[src/rtl/card_grid_renderer.sv]
// Card-grid pixel renderer: maps the raster position onto a ROWS x COLS card grid, fetches
// card state from a synchronous RAM, and paints cards, glyphs and a blinking cursor frame.
module card_grid_renderer #(
    parameter int ROWS         = 4,
    parameter int COLS         = 4,
    parameter int CARD_W       = 64,
    parameter int GAP          = 10,
    parameter int ORIGIN_X     = 20,
    parameter int ORIGIN_Y     = 20,
    parameter int CUR_W        = 5,
    parameter int BLINK_FRAMES = 16,
    localparam int AW = (ROWS * COLS > 1) ? $clog2(ROWS * COLS) : 1,
    localparam int GW = (CARD_W > 1) ? $clog2(CARD_W) : 1
) (
    input  logic              clk,
    input  logic              reset_n,
    input  logic [9:0]        CounterX,
    input  logic [9:0]        CounterY,
    input  logic              inDisplayArea,
    input  logic              hs_in,
    input  logic              vs_in,
    output logic              hs_out,
    output logic              vs_out,
    input  logic              up,
    input  logic              down,
    input  logic              left,
    input  logic              right,
    input  logic              blink_en,
    output logic [AW-1:0]     rd_addr,
    input  logic [5:0]        rd_data,
    output logic [3:0]        glyph_digit,
    output logic [GW-1:0]     glyph_row,
    input  logic [CARD_W-1:0] glyph_line,
    output logic [AW-1:0]     cursor_addr,
    output logic [2:0]        rgb
);
    localparam int PITCH = CARD_W + GAP;
    localparam int RW    = (ROWS > 1) ? $clog2(ROWS) : 1;
    localparam int CW    = (COLS > 1) ? $clog2(COLS) : 1;
    localparam int BW    = (BLINK_FRAMES > 1) ? $clog2(BLINK_FRAMES) : 1;

    logic [10:0]    x_s, y_s, cur_x_s, cur_y_s;
    logic           col_hit_s, row_hit_s, in_outer_s, in_inner_s, cur_hit_s;
    logic [3:0]     col_idx_s, row_idx_s;
    logic [GW-1:0]  x_off_s, y_off_s, gidx_s;
    logic [RW-1:0]  row_r, row_nxt_s;
    logic [CW-1:0]  col_r, col_nxt_s;
    logic           armed_r, frame_tick_s, blink_phase_r, cur_vis_s, glyph_bit_s;
    logic [BW-1:0]  blink_cnt_r;
    logic           hit1_r, cur1_r, disp1_r, hs1_r, vs1_r;
    logic [GW-1:0]  xoff1_r, grow1_r, xoff2_r;
    logic           hit2_r, cur2_r, disp2_r, hs2_r, vs2_r;
    logic [2:0]     pix_s;

    assign x_s = {1'b0, CounterX};
    assign y_s = {1'b0, CounterY};

    // Column and row span decode; spans never overlap so at most one of each matches.
    always_comb begin
        col_hit_s = 1'b0;
        col_idx_s = 4'd0;
        x_off_s   = {GW{1'b0}};
        row_hit_s = 1'b0;
        row_idx_s = 4'd0;
        y_off_s   = {GW{1'b0}};
        for (int c = 0; c < COLS; c++) begin
            if ((x_s >= 11'(ORIGIN_X + c * PITCH)) && (x_s < 11'(ORIGIN_X + c * PITCH + CARD_W))) begin
                col_hit_s = 1'b1;
                col_idx_s = 4'(c);
                x_off_s   = GW'(x_s - 11'(ORIGIN_X + c * PITCH));
            end else begin
                col_hit_s = col_hit_s;
            end
        end
        for (int r = 0; r < ROWS; r++) begin
            if ((y_s >= 11'(ORIGIN_Y + r * PITCH)) && (y_s < 11'(ORIGIN_Y + r * PITCH + CARD_W))) begin
                row_hit_s = 1'b1;
                row_idx_s = 4'(r);
                y_off_s   = GW'(y_s - 11'(ORIGIN_Y + r * PITCH));
            end else begin
                row_hit_s = row_hit_s;
            end
        end
    end

    // Cursor ring: the lower bound adds CUR_W to the pixel rather than subtracting from the card edge.
    assign cur_x_s    = 11'(ORIGIN_X) + 11'(col_r) * 11'(PITCH);
    assign cur_y_s    = 11'(ORIGIN_Y) + 11'(row_r) * 11'(PITCH);
    assign in_outer_s = (x_s + 11'(CUR_W) >= cur_x_s) && (x_s < cur_x_s + 11'(CARD_W + CUR_W)) &&
                        (y_s + 11'(CUR_W) >= cur_y_s) && (y_s < cur_y_s + 11'(CARD_W + CUR_W));
    assign in_inner_s = (x_s >= cur_x_s) && (x_s < cur_x_s + 11'(CARD_W)) &&
                        (y_s >= cur_y_s) && (y_s < cur_y_s + 11'(CARD_W));
    assign cur_hit_s  = in_outer_s & ~in_inner_s;

    // Next cursor position: wraps at both ends; a real vertical move blocks horizontal motion.
    always_comb begin
        row_nxt_s = row_r;
        col_nxt_s = col_r;
        if (!armed_r) begin
            row_nxt_s = row_r;
        end else if (up && !down) begin
            row_nxt_s = (row_r == {RW{1'b0}}) ? RW'(ROWS - 1) : row_r - RW'(1);
        end else if (down && !up) begin
            row_nxt_s = (row_r == RW'(ROWS - 1)) ? {RW{1'b0}} : row_r + RW'(1);
        end else if (left && !right) begin
            col_nxt_s = (col_r == {CW{1'b0}}) ? CW'(COLS - 1) : col_r - CW'(1);
        end else if (right && !left) begin
            col_nxt_s = (col_r == CW'(COLS - 1)) ? {CW{1'b0}} : col_r + CW'(1);
        end else begin
            col_nxt_s = col_r;
        end
    end

    // Cursor state; armed_r drops move pulses on the first edge after reset release.
    always_ff @(posedge clk or negedge reset_n) begin
        if (!reset_n) begin
            armed_r     <= 1'b0;
            row_r       <= {RW{1'b0}};
            col_r       <= {CW{1'b0}};
            cursor_addr <= {AW{1'b0}};
        end else begin
            armed_r     <= 1'b1;
            row_r       <= row_nxt_s;
            col_r       <= col_nxt_s;
            cursor_addr <= AW'(int'(row_nxt_s) * COLS + int'(col_nxt_s));
        end
    end

    assign frame_tick_s = (CounterX == 10'd0) && (CounterY == 10'd0);
    assign cur_vis_s    = ~blink_en | blink_phase_r;

    // Blink timer keeps counting frames even while blinking is disabled.
    always_ff @(posedge clk or negedge reset_n) begin
        if (!reset_n) begin
            blink_cnt_r   <= {BW{1'b0}};
            blink_phase_r <= 1'b1;
        end else if (frame_tick_s) begin
            if (blink_cnt_r == BW'(BLINK_FRAMES - 1)) begin
                blink_cnt_r   <= {BW{1'b0}};
                blink_phase_r <= ~blink_phase_r;
            end else begin
                blink_cnt_r   <= blink_cnt_r + BW'(1);
            end
        end else begin
            blink_cnt_r <= blink_cnt_r;
        end
    end

    // S1 decode and S2 wait-for-RAM registers; glyph_row leaves from S2 so it aligns with rd_data.
    always_ff @(posedge clk or negedge reset_n) begin
        if (!reset_n) begin
            hit1_r <= 1'b0; cur1_r <= 1'b0; disp1_r <= 1'b0; hs1_r <= 1'b0; vs1_r <= 1'b0;
            xoff1_r <= {GW{1'b0}}; grow1_r <= {GW{1'b0}}; rd_addr <= {AW{1'b0}};
            hit2_r <= 1'b0; cur2_r <= 1'b0; disp2_r <= 1'b0; hs2_r <= 1'b0; vs2_r <= 1'b0;
            xoff2_r <= {GW{1'b0}}; glyph_row <= {GW{1'b0}};
        end else begin
            hit1_r  <= col_hit_s & row_hit_s;
            rd_addr <= (col_hit_s & row_hit_s) ? AW'(int'(row_idx_s) * COLS + int'(col_idx_s)) : rd_addr;
            xoff1_r <= x_off_s;
            grow1_r <= y_off_s;
            cur1_r  <= cur_hit_s;
            disp1_r <= inDisplayArea;
            hs1_r   <= hs_in;
            vs1_r   <= vs_in;
            hit2_r    <= hit1_r;
            xoff2_r   <= xoff1_r;
            glyph_row <= grow1_r;
            cur2_r    <= cur1_r;
            disp2_r   <= disp1_r;
            hs2_r     <= hs1_r;
            vs2_r     <= vs1_r;
        end
    end

    assign glyph_digit = rd_data[3:0];

    // Colour selection; card content outranks the cursor frame.
    always_comb begin
        gidx_s      = GW'(CARD_W - 1) - xoff2_r;
        glyph_bit_s = glyph_line[gidx_s];
        if (!disp2_r) begin
            pix_s = 3'b000;
        end else if (hit2_r) begin
            if (rd_data[5]) begin
                pix_s = 3'b000;
            end else if (rd_data[4]) begin
                pix_s = 3'b010;
            end else begin
                pix_s = glyph_bit_s ? 3'b111 : 3'b100;
            end
        end else if (cur2_r && cur_vis_s) begin
            pix_s = 3'b001;
        end else begin
            pix_s = 3'b000;
        end
    end

    // S3 output registers.
    always_ff @(posedge clk or negedge reset_n) begin
        if (!reset_n) begin
            rgb    <= 3'b000;
            hs_out <= 1'b0;
            vs_out <= 1'b0;
        end else begin
            rgb    <= pix_s;
            hs_out <= hs2_r;
            vs_out <= vs2_r;
        end
    end
endmodule

[config.mk]
export PLATFORM = sky130hd
export DESIGN_NAME = card_grid_renderer
export DESIGN_NICKNAME = d
export VERILOG_FILES = /design/src/rtl/card_grid_renderer.sv
export SDC_FILE = /design/constraint.sdc
export NUM_CORES = 1
export LEC_CHECK = 0
export BUFFER_PORTS_ARGS = -buffer_cell sky130_fd_sc_hd__buf_2
export CORE_UTILIZATION = 44
export CTS_CLUSTER_DIAMETER = 80
export DETAILED_ROUTE_END_ITERATION = 16
export PLACE_DENSITY = 0.71
export SYNTH_ARGS = -nofsm -noshare
export SYNTH_HDL_FRONTEND = slang
export SYNTH_SLANG_ARGS = --single-unit
[constraint.sdc]
create_clock -name clk -period 2.5 [get_ports clk]
set_input_delay 0.375 -clock clk [delete_from_list [all_inputs] [get_ports clk]]
set_output_delay 0.375 -clock clk [all_outputs]
set_load 0.01 [all_outputs]
* Word level (Yosys, flattened, before mapping)
Index checks and enable logic that the tools add are counted.
Widths: inputs -> output; s select.
** Cells by class
- Bitwise logic cells :: 6
- $lt $le $gt $ge :: 25
- Reduce and logical (&&, ||, !) cells :: 29
- Multiply operators :: 2
- Add/sub/neg operators :: 24
- Muxes and demuxes :: 43
- Equal/unequal tests :: 3
** Operators by type and width (number)
- $mux 6 :: 8
- $add 10x7->11 const B :: 4
- $lt 10x11->1 :: 4
- $ge 10x8->1 const B :: 4
- $lt 10x8->1 const B :: 4
- $mux 2 :: 16
- $sub 6x5->6 const B :: 4
- $sub 6x6->6 const B :: 4
- $add 10x3->11 const B :: 2
- $ge 11x10->1 :: 2
- $add 5x9->10 const A :: 2
- $ge 10x10->1 :: 2
- $ge 10x5->1 const B :: 2
- $ge 10x7->1 const B :: 2
- $logic_and 1x1->1 :: 20
- $logic_not 10->1 :: 2
- $lt 10x7->1 const B :: 2
- $lt 10x9->1 const B :: 2
- $mul 2x6->8 const B :: 2
- $mux 1 :: 12
- $mux 3 :: 4
- $mux 4 :: 2
- $lt 6x7->1 const B :: 1
- $bmux 1 s6 :: 1
- other kinds (14) :: 24
** Word-level totals
- Register bits :: 57
- Bits of input ports :: 100

* Depth between registers and ports, before layout
Gate-level depths: netlist (run 1).
- Depth after elaboration :: 9
- Depth in mapped cells :: 12
- Mapped depth without buffers :: 12

* Least setup slack after synthesis (run 1)
No wires, ideal clock.
- Path type :: reg2reg
- From :: register col_r[0]
- To :: register cur1_r
- Library setup time :: 0.131 ns
- Arrival time :: 2.387 ns
- Cell stages (with the launch flop) :: 12
- Clock period less this slack :: 2.519 ns
- Setup slack :: -0.019 ns
- Path through :: dfrtp_1 > inv_1 > ha_1 > inv_1 > ha_1 > nand2_1 > o41ai_1 > nand4_1 > o2111ai_1 > o311ai_0 > a311oi_1 > nor4_1
** Between the ends
- Word-level cells in the longest chain between the ends :: 9
** RTL lines
- start, declared :: line 47 : logic [CW-1:0] col_r, col_nxt_s;
- start signal, assigned :: line 119 : col_r <= {CW{1'b0}};
- start signal, assigned :: line 124 : col_r <= col_nxt_s;
- $mul 2x6->8 * :: line 87 : assign cur_x_s = 11'(ORIGIN_X) + 11'(col_r) * 11'(PITCH);
- $add 5x9->10 * :: line 87
- $add 10x7->11 :: line 91 : assign in_inner_s = (x_s >= cur_x_s) && (x_s < cur_x_s + 11'(CARD_W)) &&
- $lt 10x11->1 :: line 91
- $logic_and 1x1->1 (2 in series) :: line 91
- $logic_and 1x1->1 :: line 92 : (y_s >= cur_y_s) && (y_s < cur_y_s + 11'(CARD_W));
- $not 1->1 :: line 93 : assign cur_hit_s = in_outer_s & ~in_inner_s;
- $and 1x1->1 * :: line 93
- named net cur_hit_s :: line 43 : logic col_hit_s, row_hit_s, in_outer_s, in_inner_s, cur_hit_s;
- end signal, assigned :: line 161 : cur1_r <= cur_hit_s;
- end, declared :: line 50 : logic hit1_r, cur1_r, disp1_r, hs1_r, vs1_r;
The timed path passes the listed nets; every way through them passes the cells marked *.
A chain may end at the register's enable or synchronous reset.

* Worst setup path after layout (run 1)
Ends and elaborated chain as after synthesis.

==> flow_summary.json, run 1 <==
{
  "synth_edf_count": 0,
  "worstSkewPairLatency_ns": 0.30,
  "tightest_slew_ns": 0.832,
  "grt_pass1_vias": 4833,
  "p_per_area_mw_per_mm2": 513,
  "core_mm2": 0.0110,
  "syn_area_per_cell_um2": 9.13,
  "synth.yosys.warnings": 0,
  "route.detailed.drc": 0,
  "yosysUniqueCellTypes": 67,
  "cts_buffer_depth": 2,
  "dieHeight_um": 109,
  "vias": 4811,
  "synthArstFlopShare_pct": 100,
  "status": "finished, final reports clean",
  "worstPathRequired_ns": 2.68,
  "antenna_cells": 0,
  "first_pass_iters": 5,
  "initial_utilization_pct": 45.9,
  "final_cell_mix": "buf_2, ha_1, buf_4",
  "cp-start-kind": "flip-flop",
  "row_count": 38,
  "track_usage_pct": 23.2,
  "finalHoldViolCount": 0,
  "cts_tree": "yes",
  "fp.dieW_um": 109,
  "cts_sinks": 53,
  "worstSetupPathType": "reg -> reg",
  "power_mw": 3.27,
  "grt_max_degree": 37,
  "maxSlewViolCount": 0,
  "final_layout_size_suffix_gt1_share_pct": 30.9,
  "layout_setup_ws_ns": 0.127,
  "ios": 123,
  "max_freq_ghz": 0.421,
  "finalClockSkew_ns": 0.0103,
  "die_area_mm2": 0.0119,
  "drt-wirelength-per-cell_um": 15.7,
  "nets": 902,
  "cts_resized": 0,
  "ant_nets": 0,
  "yosysSeqAreaShare_pct": 26.3,
  "pre_cts_ws_ns": -0.108,
  "routed_wl_um": 13400,
  "cts_setup_buffers": 0,
  "dp_hpwl_um": 11000,
  "p_leak_nw": 3.08,
  "grt_pass1_wl_um": 21800,
  "vias_per_cell": 5.61,
  "port_buffers": 114,
  "cts_root_buf": "clkbuf_16",
  "syn2layout_area_growth_pct": 26.3,
  "cts_buffers": 5,
  "overflow": 0,
  "synth_area_mm2": 0.00504,
  "synth-main-ff-cell": "dfrtp_1",
  "crit_path_end_kind": "flip-flop",
  "irDropWorstVdd_mv": 0.451,
  "crit_arrival_ns": 2.55,
  "synthesis.nets": 737,
  "timing.final.crit_share_pct": 94.9,
  "setup_violations": 0,
  "relSlewSlack_pct": 44.5,
  "maxCapViolations": 0,
  "antenna_found_initial": 0,
  "synthCells": 552,
  "ys_ff_latch": 53,
  "drt_iter0_markers": 254,
  "cts-hold-fix-buffers": 0,
  "routabilityCongestion": 0.887,
  "hold_class": "in -> async",
  "fin_crit_ns": 2.37,
  "worstPathMaxFanout": 4,
  "path_clk_slew_ns": 0.08,
  "final_common_cell": "buf_2",
  "htreeDepth": 2
}
## final timing paths
path	from	end	slack, ns	cells past startpoint
min in group clk	hs_in	hs1_r	0.18	1
max in group asynchronous	reset_n	vs2_r	1.67	2
setup reg to reg	col_r[0]	cur1_r	0.13	11
hold / removal	reset_n	cursor_addr[3]	0.17	1
hold reg to reg	xoff1_r[4]	xoff2_r[4]	0.35	0
setup / recovery	col_r[0]	cur1_r	0.13	11
## power by group
group | leakage [nW] | internal, mW | switching [mW]
clock | 0.0763 | 0.385 | 0.351
combinational | 2.32 | 0.709 | 0.830
sequential | 0.684 | 0.937 | 0.0539
## cell usage after synthesis (3+ instances only)
cell type	number	area share, %
o311ai_0	3	0.52
mux4_2	9	4.0
buf_2	5	0.50
inv_1	37	2.8
nand2b_1	10	1.2
nor3_1	6	0.60
nor2_1	36	2.7
buf_4	4	0.60
a221oi_1	3	0.52
clkbuf_1	13	0.97
xor2_1	5	0.87
nor4_1	7	0.87
mux2_2	4	0.89
a21o_1	3	0.45
a22oi_1	7	1.0
or3_1	6	0.74
nand2_1	34	2.5
a211oi_1	5	0.74
a31o_2	3	0.52
a31oi_1	8	0.99
ha_1	85	21
o21a_1	8	1.2
nand3b_1	4	0.60
a21boi_0	8	1.2
xnor2_1	11	1.9
o2111ai_1	4	0.70
a2111oi_0	3	0.52
mux2i_1	18	3.6
a21oi_1	38	3.8
dfrtp_1	52	26
o21ai_0	31	3.1
nor2b_1	11	1.4
o211ai_1	5	0.74
nand4_1	11	1.4
nand3_1	11	1.1
o21bai_1	4	0.60
## state kept, by name (all words and copies together) (netlist names), 2 cells and up
register,cells
cursor_addr,2
glyph_row,6
grow1_r,6
rd_addr,4
rgb,3
xoff2_r,6
blink_cnt_r,4
xoff1_r,6
## layout make-up
type                       instances  area [µm²]
sequential                        53        1330
fill                             997        4620
inverter                          37         139
clock buffer                       5         125
clock inverter                     3        28.8
timing repair buffer             181        1070
tap                              140         175
multi-input combinational        439        3490
## kinds of logic after synthesis
family | Yosys count | share of synthesized area (%)
compound gates | 159 | 21.3
xor+xnor | 16 | 2.78
fa+ha+maj | 85 | 21.1
buf+inv | 60 | 5.04
flops | 53 | 26.3
mux | 31 | 8.49
other cells | 1 | 0.0744
simple gates | 147 | 14.9
## critical path: stages, from the launching register on
cell       delay, ns
dfrtp_2         0.36
inv_1           0.08
ha_1            0.30
inv_1           0.06
ha_1            0.27
nand2_1         0.07
o41ai_2         0.34
nand4_1         0.14
o2111ai_1       0.12
o311ai_1        0.14
a311oi_1        0.28
nor4_2          0.09
## metal layers
| layer | vias up | GRT usage (%) | wire length, µm |
|---|---|---|---|
| met4 | 0 | 5.50 | 184 |
| met3 | 17 | 2.27 | 785 |
| met1 | 2263 | 29.4 | 5870 |
| met2 | 164 | 42.1 | 6600 |
| li1 | 2367 | - | - |
| met5 | - | 0 | 0 |
## through the flow
stage / utilization (%) / TNS, ns / std cells / hold slack (ns) / instance area [µm²]
floorplan: - / 0 / 552 / 0.0794 / 5040
global placement: 56.2 / -0.0230 / 850 / 0.332 / 6180
detailed placement: 56.2 / -0.108 / 850 / 0.336 / 6180
CTS: 57.6 / 0 / 858 / 0.172 / 6330
global route: 58.0 / -0.0261 / 858 / 0.163 / 6370
finish: 58.0 / 0 / 858 / 0.165 / 6370
Power figures use the tool's default switching activity.
==> run 2, diff against run 1 <==
==> constraint.sdc (replaced) <==
create_clock -name clk -period 1.9 [get_ports clk]
set_input_delay 0.285 -clock clk [delete_from_list [all_inputs] [get_ports clk]]
set_output_delay 0.285 -clock clk [all_outputs]
set_load 0.01 [all_outputs]
==> flow_summary.json, run 2 (synthesized netlist as in run 1, its figures left out) <==
{
  "die_area_mm2": 0.0119,
  "fin_crit_ns": 2.22,
  "max_freq_ghz": 0.450,
  "route.detailed.drc": 0,
  "path_clk_slew_ns": 0.08,
  "final_cell_mix": "buf_4, buf_2, ha_1",
  "cts_buffers": 5,
  "maxSlewViolCount": 0,
  "routed_wl_um": 15200,
  "antenna_found_initial": 0,
  "worstPathMaxFanout": 3,
  "gr-usage-met2_pct": 46.9,
  "grt_util_met3_pct": 2.45,
  "met1_usage_pct": 31.6,
  "overflow": 0,
  "relSlewSlack_pct": 60.4,
  "status": "finished with violations",
  "dieHeight_um": 109,
  "rsz0062_at_grt": "yes",
  "switching_share_pct": 37.2,
  "clkPwrFrac_pct": 19.1,
  "top_usage_layer": "met2",
  "cts_root_buf": "clkbuf_16",
  "dp_hpwl_um": 12000,
  "power_mw": 4.91,
  "nets": 998,
  "grt_pass1_vias": 5284,
  "p_per_area_mw_per_mm2": 644,
  "dp.cells": 935,
  "maxCapViolations": 0,
  "utilization_pct": 69.4,
  "multi_input_area_mm2": 0.00392,
  "worstPathRequired_ns": 2.07,
  "crit_path_end_kind": "flip-flop",
  "grt_max_degree": 25,
  "crit_arrival_ns": 2.40,
  "ios": 123,
  "final_layout_size_suffix_gt1_share_pct": 46.8,
  "holdWs_ns": 0.0840,
  "vias_per_cell": 5.53,
  "cts_sinks": 53,
  "worstSkewPairLatency_ns": 0.30,
  "pre_cts_ws_ns": -0.592,
  "cp-start-kind": "flip-flop",
  "initial_utilization_pct": 45.9,
  "irDropWorstVdd_mv": 0.549,
  "fp.dieW_um": 109,
  "drt-wirelength-per-cell_um": 15.9,
  "routabilityCongestion": 0.910,
  "final_common_cell": "buf_4",
  "seq_power_share_pct": 26.5,
  "p_sw_mw": 1.82,
  "violations": "setup timing",
  "finalClockSkew_ns": 0.00966,
  "regArea_mm2": 0.00133,
  "core_mm2": 0.0110,
  "setup_violations": 6,
  "finalNonFillerCells": 954,
  "track_usage_pct": 25.7,
  "row_count": 38,
  "htreeDepth": 2,
  "cts_buffer_depth": 2,
  "drt_iter0_markers": 281,
  "cell_internal_pwr_mw": 3.08,
  "grt_pass1_wl_um": 24100,
  "worstSetupPathType": "reg -> reg",
  "first_pass_iters": 5,
  "cts_tree": "yes",
  "syn2layout_area_growth_pct": 51.3,
  "ant_nets": 0,
  "layout_setup_ws_ns": -0.324,
  "tightest_slew_ns": 0.594,
  "timing.final.crit_share_pct": 117,
  "finalHoldViolCount": 0,
  "comb_power_share_pct": 54.4,
  "port_buffers": 114,
  "p_leak_nw": 3.61,
  "vias": 5274,
  "hold_class": "in -> reg",
  "fillers": 809,
  "antenna_cells": 0
}
==> run 2: cell count changes in the layout (fill, tap and decap cells not counted), sizes merged <==
cell,change
dlygate4sd3,+1
inv,-3
buf,+95
clkbuf,+1
clkinv,-1
clkinvlp,+3
==> run 2: power by group through the flow <==
stage / logic (mW) / clock network [mW] / registers [mW]
5_1_grt: 2.95 / 0.993 / 1.32
3_5_place_dp: 2.46 / 0 / 1.33
4_1_cts: 2.60 / 0.955 / 1.30
6_report: 2.67 / 0.937 / 1.30
3_3_place_gp: 2.40 / 0 / 1.32
2_1_floorplan: 1.29 / 0 / 1.37
==> run 2: layer usage <==
layer / up-vias / share of wire [%] / routed length [µm]
met4: 0 / 1.7 / 259
met2: 173 / 51 / 7700
met1: 2506 / 42 / 6350
met3: 23 / 6.0 / 906
met5: - / 0 / 0
li1: 2572 / - / -
==> run 2: path summary, 6_finish.rpt <==
| kind | from | endpoint | slack, ns | cells past startpoint |
|---|---|---|---|---|
| setup / recovery | cursor_addr[1] | cur1_r | -0.32 | 10 |
| hold / removal | vs_in | vs1_r | 0.08 | 1 |
| setup reg to reg | cursor_addr[1] | cur1_r | -0.32 | 10 |
| hold reg to reg | vs2_r | vs_out | 0.34 | 0 |
| max in group asynchronous | reset_n | xoff2_r[0] | 0.82 | 3 |
| min in group asynchronous | reset_n | rd_addr[3] | 0.53 | 2 |
==> run 2: final cells by class <==
type,count,area share [%]
Multi-Input combinational cell,439,51.5
Timing Repair Buffer,277,24.8
Sequential cell,53,17.5
Tap cell,140,2.30
Inverter,37,2.07
Clock buffer,6,1.69
Clock inverter,2,0.197
==> run 2: what timing repair did <==
item	CTS	global route
gates resized for setup	34	47
setup endpoints to repair	11	17
pin swaps	15	17
hold buffers	1	0
cloned	0	0
setup buffers	8	3
endpoints found under the hold margin	11	0
==> run 2: stage by stage <==
| step | instance area [µm²] | TNS [ns] |
|---|---|---|
| global route | 7620 | -1.72 |
| CTS | 7410 | -0.830 |
| floorplan | 5290 | -0.946 |
| global placement | 7040 | -5.56 |
| detailed placement | 7040 | -6.29 |
| finish | 7620 | -0.835 |
==> run 2: worst max-delay path, stage by stage, from the launching register on <==
cell and delay [ns]:
dfrtp_2 0.43, buf_4 0.14, ha_1 0.20, ha_1 0.32, nand2_2 0.08, o41ai_4 0.27, nand4_1 0.13, o2111ai_1 0.10
o311ai_1 0.13, a311oi_1 0.21, nor4_1 0.08
